<file path="src/rtl/out_seq_ctrl.sv">
// Output sequencer for the accumulator bank: queues kernel-window completions and
// emits, for each one, a swap pulse followed by a back-pressured burst of result addresses.
module out_seq_ctrl #(
    parameter int CH_W  = 4,
    parameter int SP_W  = 10,
    parameter int A_W   = 12,
    parameter int DEPTH = 2
) (
    input  logic            clk,
    input  logic            rst,
    input  logic            s_init,
    input  logic            k_fin,
    input  logic [CH_W-1:0] od,
    input  logic [SP_W-1:0] os,
    input  logic            mode,
    input  logic [A_W-1:0]  base,
    input  logic            o_ready,
    output logic            update,
    output logic            outr,
    output logic [A_W-1:0]  oa,
    output logic            out_busy,
    output logic            ovf,
    output logic            done
);
    localparam int PC_W = $clog2(DEPTH + 1);
    localparam int P_W  = CH_W + SP_W;

    typedef enum logic [1:0] {IDLE, START, BURST} state_t;

    state_t          state, state_nxt;
    logic [PC_W-1:0] pc, pc_nxt;
    logic [CH_W-1:0] ct, ct_nxt;
    logic [SP_W-1:0] wi, wi_nxt;
    logic            mode_q, mode_nxt;
    logic            ovf_nxt, done_nxt;

    logic            accept, dec, full, take;
    logic [CH_W:0]   nch;
    logic [P_W-1:0]  lin;

    assign accept = (state == BURST) && o_ready;
    assign dec    = (state == START);
    assign full   = (pc == PC_W'(DEPTH));
    // a START in the same cycle frees a slot, so a k_fin at full is still taken
    assign take   = k_fin && (!full || dec);

    always_comb begin
        state_nxt = state;
        pc_nxt    = pc;
        ct_nxt    = ct;
        wi_nxt    = wi;
        mode_nxt  = mode_q;
        ovf_nxt   = ovf;
        done_nxt  = 1'b0;

        if (take && !dec)
            pc_nxt = pc + PC_W'(1);
        else if (!take && dec)
            pc_nxt = pc - PC_W'(1);
        if (k_fin && !take)
            ovf_nxt = 1'b1;

        case (state)
            IDLE: begin
                if (pc != '0)
                    state_nxt = START;
            end
            START: begin
                ct_nxt    = '0;
                mode_nxt  = mode;
                state_nxt = BURST;
            end
            BURST: begin
                if (accept) begin
                    ct_nxt = ct + CH_W'(1);
                    if (ct == od) begin
                        ct_nxt = '0;
                        if (wi == os - SP_W'(1)) begin
                            wi_nxt   = '0;
                            done_nxt = 1'b1;
                        end else begin
                            wi_nxt = wi + SP_W'(1);
                        end
                        state_nxt = (pc != '0 || k_fin) ? START : IDLE;
                    end
                end
            end
            default: state_nxt = IDLE;
        endcase

        if (s_init) begin
            state_nxt = IDLE;
            pc_nxt    = '0;
            ct_nxt    = '0;
            wi_nxt    = '0;
            ovf_nxt   = 1'b0;
            done_nxt  = 1'b0;
        end
    end

    always_ff @(posedge clk or negedge rst) begin
        if (!rst) begin
            state  <= IDLE;
            pc     <= '0;
            ct     <= '0;
            wi     <= '0;
            mode_q <= 1'b0;
            ovf    <= 1'b0;
            done   <= 1'b0;
        end else begin
            state  <= state_nxt;
            pc     <= pc_nxt;
            ct     <= ct_nxt;
            wi     <= wi_nxt;
            mode_q <= mode_nxt;
            ovf    <= ovf_nxt;
            done   <= done_nxt;
        end
    end

    // channel count is one bit wider so od=all-ones does not wrap to zero
    assign nch = {1'b0, od} + (CH_W + 1)'(1);
    assign lin = mode_q ? (P_W'(wi) * P_W'(nch) + P_W'(ct))
                        : (P_W'(ct) * P_W'(os) + P_W'(wi));

    assign update   = (state == START);
    assign outr     = (state == BURST);
    assign out_busy = full;
    assign oa       = outr ? (A_W'(lin) + base) : '0;
endmodule

</file>
<file path="config.mk">
export PLATFORM = sky130hd
export DESIGN_NAME = out_seq_ctrl
export DESIGN_NICKNAME = d
export VERILOG_FILES = /design/src/rtl/out_seq_ctrl.sv
export SDC_FILE = /design/constraint.sdc
export NUM_CORES = 1
export LEC_CHECK = 0
export BUFFER_PORTS_ARGS = -buffer_cell sky130_fd_sc_hd__buf_4
export CAP_MARGIN = 0
export CORE_MARGIN = 4
export CORE_UTILIZATION = 50
export DETAILED_ROUTE_END_ITERATION = 8
export PLACE_DENSITY = 0.69
export SYNTH_ARGS = -nofsm -noshare
export SYNTH_HDL_FRONTEND = slang
export SYNTH_SLANG_ARGS = --single-unit
</file>
<file path="constraint.sdc">
create_clock -name clk -period 8.7 [get_ports clk]
set_input_delay 0.87 -clock clk [delete_from_list [all_inputs] [get_ports clk]]
set_output_delay 0.87 -clock clk [all_outputs]
set_load 0.005 [all_outputs]
</file>
==> results of run 1 <==
cell type report:
cell class	instances	area, um^2
Fill cell	898	4260
Timing Repair Buffer	48	360
Sequential cell	21	526
Clock inverter	1	5.00
Tap cell	133	166
Inverter	97	364
Clock buffer	3	41.3
Multi-Input combinational cell	474	3960
state kept, by name, summed over array words and instances (netlist names):
| signal | flops |
|---|---|
| wi | 10 |
| ct | 4 |
| pc | 2 |
| state | 2 |
| done | 1 |
| mode_q | 1 |
| ovf | 1 |
worst max-delay path by stage:
stage / cells past startpoint / slack, ns / start / endpoint
2_1_floorplan: 21 / 1.90 / od[1] / oa[11]
3_3_place_gp: 23 / 1.27 / od[0] / oa[11]
3_5_place_dp: 23 / 1.10 / od[0] / oa[11]
4_1_cts: 23 / 1.10 / od[0] / oa[11]
5_1_grt: 23 / 0.55 / od[0] / oa[11]
6_report: 23 / 1.10 / od[0] / oa[11]
worst max-delay path, stage by stage:
cell and delay [ns]:
buf_4 0.18, nand3_1 0.11, xor2_1 0.50, nand2b_1 0.22
fa_1 0.46, fa_1 0.52, fa_1 0.54, inv_1 0.04
ha_1 0.34, a21o_1 0.20, a21oi_1 0.21, o21bai_1 0.10
a21oi_1 0.22, xnor2_1 0.15, nand2_1 0.07, o21ai_0 0.10
ha_1 0.31, and4_1 0.18, a2111oi_0 0.57, a21oi_1 0.17
or3_1 0.39, a21oi_1 0.15, buf_4 0.14
power breakdown:
group	total (mW)	leakage (nW)	switching, mW	internal (mW)
clock network	0.0626	0.0255	0.0308	0.0318
logic	0.291	2.39	0.154	0.137
registers	0.137	0.289	0.0266	0.110
through the flow:
stage | cell area [um^2] | worst slack [ns] | total power [mW] | hold slack [ns] | util [%]
floorplan | 4950 | 1.90 | 0.343 | 0.433 | -
global placement | 5380 | 1.27 | 0.423 | 0.453 | 55.5
detailed placement | 5380 | 1.10 | 0.431 | 0.469 | 55.5
CTS | 5430 | 1.10 | 0.495 | 0.480 | 56.0
global route | 5430 | 0.551 | 0.544 | 0.497 | 56.0
finish | 5430 | 1.10 | 0.491 | 0.480 | 56.0
Yosys cell counts, drive strengths merged, types with 10 or more instances:
cell type and instances:
nor2b 14, dfrtp 21, xnor2 20, nand2 29, inv 97, and2 53, clkbuf 13, nor2 50
xor2 24, fa 51, a21oi 36, and3 10, ha 53, o21ai 32
cell families (layout without fill, tap and decap cells):
logic type	count (synthesis)	after routing
DFF	21	21
and+or+nand+nor	208	208
xor gates and xnor gates	44	44
muxes	5	5
AOI/OAI and AO/OA	113	113
adders and majority gates	104	104
buffers and inverters	117	149
layer usage:
metal | wire, um | up-vias | share of wire [%] | GRT usage [%]
met5 | 0 | - | 0 | 0
met4 | 234 | 0 | 2.0 | 5.05
met3 | 449 | 18 | 3.8 | 1.02
met2 | 5730 | 101 | 49 | 37.6
met1 | 5340 | 2001 | 45 | 28.6
li1 | - | 2054 | - | -
==> results_dict.tcl, run 1 <==
set metrics [dict create \
    synthArstFlopShare_pct 100 \
    synth_area_um2 4950 \
    gp_congestion 0.897 \
    syn-num-nets 748 \
    grt_antenna_before_repair 0 \
    start_kind "primary input" \
    synthFlopType "dfrtp_1" \
    post_drt_wl_per_cell_um 15.1 \
    post_cts_buffers 0 \
    numCtsBuffers 3 \
    synth_top_family_by_area "adder cells" \
    io_buffer_count 48 \
    critPathMaxFanout 13 \
    post-dp-hpwl_um 9720 \
    path_clk_slew_ns 0.08 \
    maxCapViolCount 0 \
    fp.coreArea_um2 9680 \
    drc_errors 0 \
    synth_area_leaders "fa_1, ha_1, dfrtp_1, inv_1, and2_1" \
    diodes 0 \
    netlist_instances 612 \
    cts-root-buf "clkbuf_8" \
    fin_crit_sh_pct 87.3 \
    die_w_um 107 \
    ir_worst_vdd_uv 138 \
    clock-sinks 21 \
    synth-simple-area-share_pct 22.6 \
    avgSynthCellArea_um2 8.09 \
    synth_top_cell_area_share_pct 20.6 \
    dieArea_um2 11600 \
    first_global_vias 4291 \
    io_pins 49 \
    grt_max_degree 22 \
    r2r-end "wi[8]$_DFFE_PN0P_" \
    synth_edf_count 0 \
    synth_seq_cells 21 \
    synth_compound_area_share_pct 14.1 \
    nets 781 \
    gr-usage-all-layers_pct 21.2 \
    setup_viol_count_final 0 \
    fin_cells 777 \
    maxClockFrequency_mhz 132 \
    final_cell_mix "inv_1, ha_1, fa_1" \
    drt_pre_antenna_iters 5 \
    fin_skew_ns 0.00602 \
    setup_tns_ns 0 \
    vias_per_cell 5.37 \
    yosys.area_share.adder_pct 34.0 \
    grt_pass1_wl_um 20200 \
    max_slew_margin_pct 55.2 \
    ys_warn_count 0 \
    clock_latency_ns 0.26 \
    holdPathEnd "state[0]$_DFFE_PN0P_" \
    num_vias 4174 \
    worstMarginPinSlew_ns 0.655 \
    ant_nets 0 \
    maxSlewViolCount 0 \
    worstSetupPathType "primary input to output pin" \
    status "finished clean" \
    overflow 0 \
    hold_violations 0 \
    yosysTopAreaCell "fa_1" \
    rsz0062_at_grt "false" \
    min_period_ns 7.60 \
    synth_xor_area_share_pct 8.24 \
    worst-endpoint-arrival_ns 6.73 \
    synth_mux_area_share_pct 1.09 \
    power_leakage_nw 2.70 \
    holdCritPathClass "flip-flop to flip-flop" \
    hold_buffers 0 \
    syn2layout_area_growth_pct 9.61 \
    hp-start "state[0]$_DFFE_PN0P_" \
    final_common_cell "inv_1" \
    hold_depth 1 \
    placedCellCount 773 \
    drive_gt1_share_pct 11.0 \
    seq_area_frac_synth_pct 10.6 \
    cts_tree "done" \
    first_iter_violations 198 \
    wl_um 11800 \
    start_util_pct 51.1 \
    reg2reg_slack_ns 5.94 \
    r2r_start "ct[2]$_DFFE_PN0P_" \
    htree_levels 1 \
    ctsResizeCount 0 \
    rows 36 \
    cp.required_ns 7.83 \
    powerDensity_nw_per_um2 90.4 \
    die_h_um 107 \
    cts_max_path_buffers 2 \
    synth_cell_type_count 53 \
    r2r_cells 6 \
    critPathCaptureType "output pin" \
]
Power figures use the tool's default switching activity.
==> inputs of run 2 (changes only) <==
- CELL_PAD_IN_SITES_DETAIL_PLACEMENT: default -> 1
- CELL_PAD_IN_SITES_GLOBAL_PLACEMENT: default -> 1
- CORE_UTILIZATION: 50 -> 46
- PLACE_DENSITY: 0.69 -> default
- PLACE_DENSITY_LB_ADDON: default -> 0.1
==> results_dict.tcl, run 2 (synthesized netlist as in run 1, its figures left out) <==
set metrics [dict create \
    busiest_layer "met2" \
    worst-endpoint-arrival_ns 6.82 \
    critPathBufInv 3 \
    worstMarginPinSlew_ns 0.724 \
    ant_nets 0 \
    post-dp-hpwl_um 11400 \
    top_register "wi" \
    regArea_um2 526 \
    power_uw 503 \
    fin_cells 780 \
    cp_top_family "adder cells" \
    clock-sinks 21 \
    p_int_uw 280 \
    status "finished clean" \
    setup_tns_ns 0 \
    clock_latency_ns 0.26 \
    first_iter_violations 95 \
    post_drt_wl_per_cell_um 17.5 \
    post_cts_buffers 0 \
    min_period_ns 7.69 \
    fillers 1311 \
    path_clk_slew_ns 0.09 \
    grt_max_degree 22 \
    die_h_um 112 \
    vias_per_cell 5.47 \
    dieArea_um2 12500 \
    start_util_pct 47.5 \
    powerDensity_nw_per_um2 92.6 \
    final_cell_mix "inv_1, ha_1, fa_1" \
    cts-root-buf "clkbuf_8" \
    worstSetupPathType "primary input to output pin" \
    numCtsBuffers 3 \
    largest_reg_flops 10 \
    fin_crit_sh_pct 88.3 \
    io_buffer_count 48 \
    ir_worst_vdd_uv 116 \
    cts_max_path_buffers 2 \
    switchingPower_uw 223 \
    crit_chain "buf_4, nand3_1, xor2_1, nand2b_1, fa_1, fa_1, fa_1, inv_1, ha_1, a21o_1, a21oi_1, o21bai_1, a21oi_1, xnor2_1, nand2_1, o21ai_0, ha_1, and4_1, a2111oi_0, a21oi_1, or3_1, a21oi_1, buf_4" \
    holdCritPathClass "primary input to async pin" \
    critPathSlowestCell "a2111oi_0" \
    power_leakage_nw 2.70 \
    hold_violations 0 \
    fin_skew_ns 0.0148 \
    die_w_um 112 \
    hold_slack_ns 0.474 \
    gr-usage-met2_pct 42.0 \
    grt_antenna_before_repair 0 \
    setup_viol_count_final 0 \
    ctsResizeCount 0 \
    crit_path_frequent_cell "a21oi_1" \
    placedCellCount 776 \
    overflow 0 \
    largestRegisters "wi x10, ct x4" \
    nets 781 \
    cp.required_ns 7.83 \
    final_common_cell "inv_1" \
    r2r_start "ct[2]$_DFFE_PN0P_" \
    combPwrFrac_pct 59.5 \
    dpl_cell_area_um2 5380 \
    r2r-end "wi[8]$_DFFE_PN0P_" \
    maxClockFrequency_mhz 130 \
    num_vias 4267 \
    met3_usage_pct 1.47 \
    wl_um 13600 \
    first_global_vias 4863 \
    gp_congestion 0.832 \
    start_kind "primary input" \
    syn2layout_area_growth_pct 9.73 \
    use_met1_pct 28.8 \
    critPathMaxFanout 13 \
    drt_pre_antenna_iters 4 \
    htree_levels 1 \
    diodes 0 \
    reg2reg_slack_ns 5.59 \
    io_pins 49 \
    final_cell_area_um2 5430 \
    maxSlewViolCount 0 \
    hold_buffers 0 \
    rsz0062_at_grt "false" \
    switching_share_pct 44.3 \
    grt_pass1_wl_um 23500 \
    drive_gt1_share_pct 11.0 \
    fp.coreArea_um2 10400 \
    drc_errors 0 \
    seqPwrFrac_pct 27.4 \
    r2r_cells 6 \
    multi_input_area_um2 3960 \
    rows 37 \
    critPathMaxStageDelay_ns 0.62 \
    maxCapViolCount 0 \
    critPathCaptureType "output pin" \
    max_slew_margin_pct 50.5 \
    cts_tree "done" \
    gr-usage-all-layers_pct 22.6 \
    pwr-share-clk_pct 13.1 \
]
==> run 2: power by group through the flow <==
stage,registers [mW],clock network [mW],logic [mW]
final,0.138,0.0658,0.299
after global routing,0.142,0.0737,0.342
after CTS,0.138,0.0664,0.303
after detailed placement,0.140,0,0.302
after global placement,0.138,0,0.290
after floorplan,0.122,0,0.221
==> run 2: metrics by stage <==
stage	setup WS (ns)	utilization, %
floorplan	1.90	-
global placement	1.20	51.7
detailed placement	1.04	51.7
CTS	1.03	52.1
global route	0.504	52.1
finish	1.01	52.1
==> run 2: area by class of cell <==
cell class              instances  share of cell area [%]
clock buffers                   3                   0.760
clock inverters                 1                   0.138
inverters                      97                    6.70
multi-input cells             474                    73.0
flip-flops and latches         21                    9.68
well taps                     136                    3.13
repair buffers                 48                    6.63
==> run 2: per-layer routing <==
layer | vias up | share of wire (%)
met5 | - | 0
met4 | 0 | 1.9
met3 | 18 | 2.6
met2 | 73 | 50
met1 | 2119 | 45
li1 | 2057 | -
==> run 2: how the worst max path moves through the flow <==
stage          startpoint      to  slack (ns)  depth (start not counted)
2_1_floorplan       od[1]  oa[11]        1.90                         21
3_3_place_gp        od[0]  oa[11]        1.20                         23
3_5_place_dp        od[0]  oa[11]        1.04                         23
4_1_cts             od[0]  oa[11]        1.03                         23
5_1_grt             od[0]  oa[11]        0.50                         23
6_report            od[0]  oa[11]        1.01                         23
==> run 2: worst reg2reg max path: stages (launching register included) <==
cell     delay, ns
dfrtp_1       0.60
xor2_1        0.26
nor4_1        0.62
nand3_1       0.55
or2_1         0.48
or3_1         0.38
a21oi_1       0.17
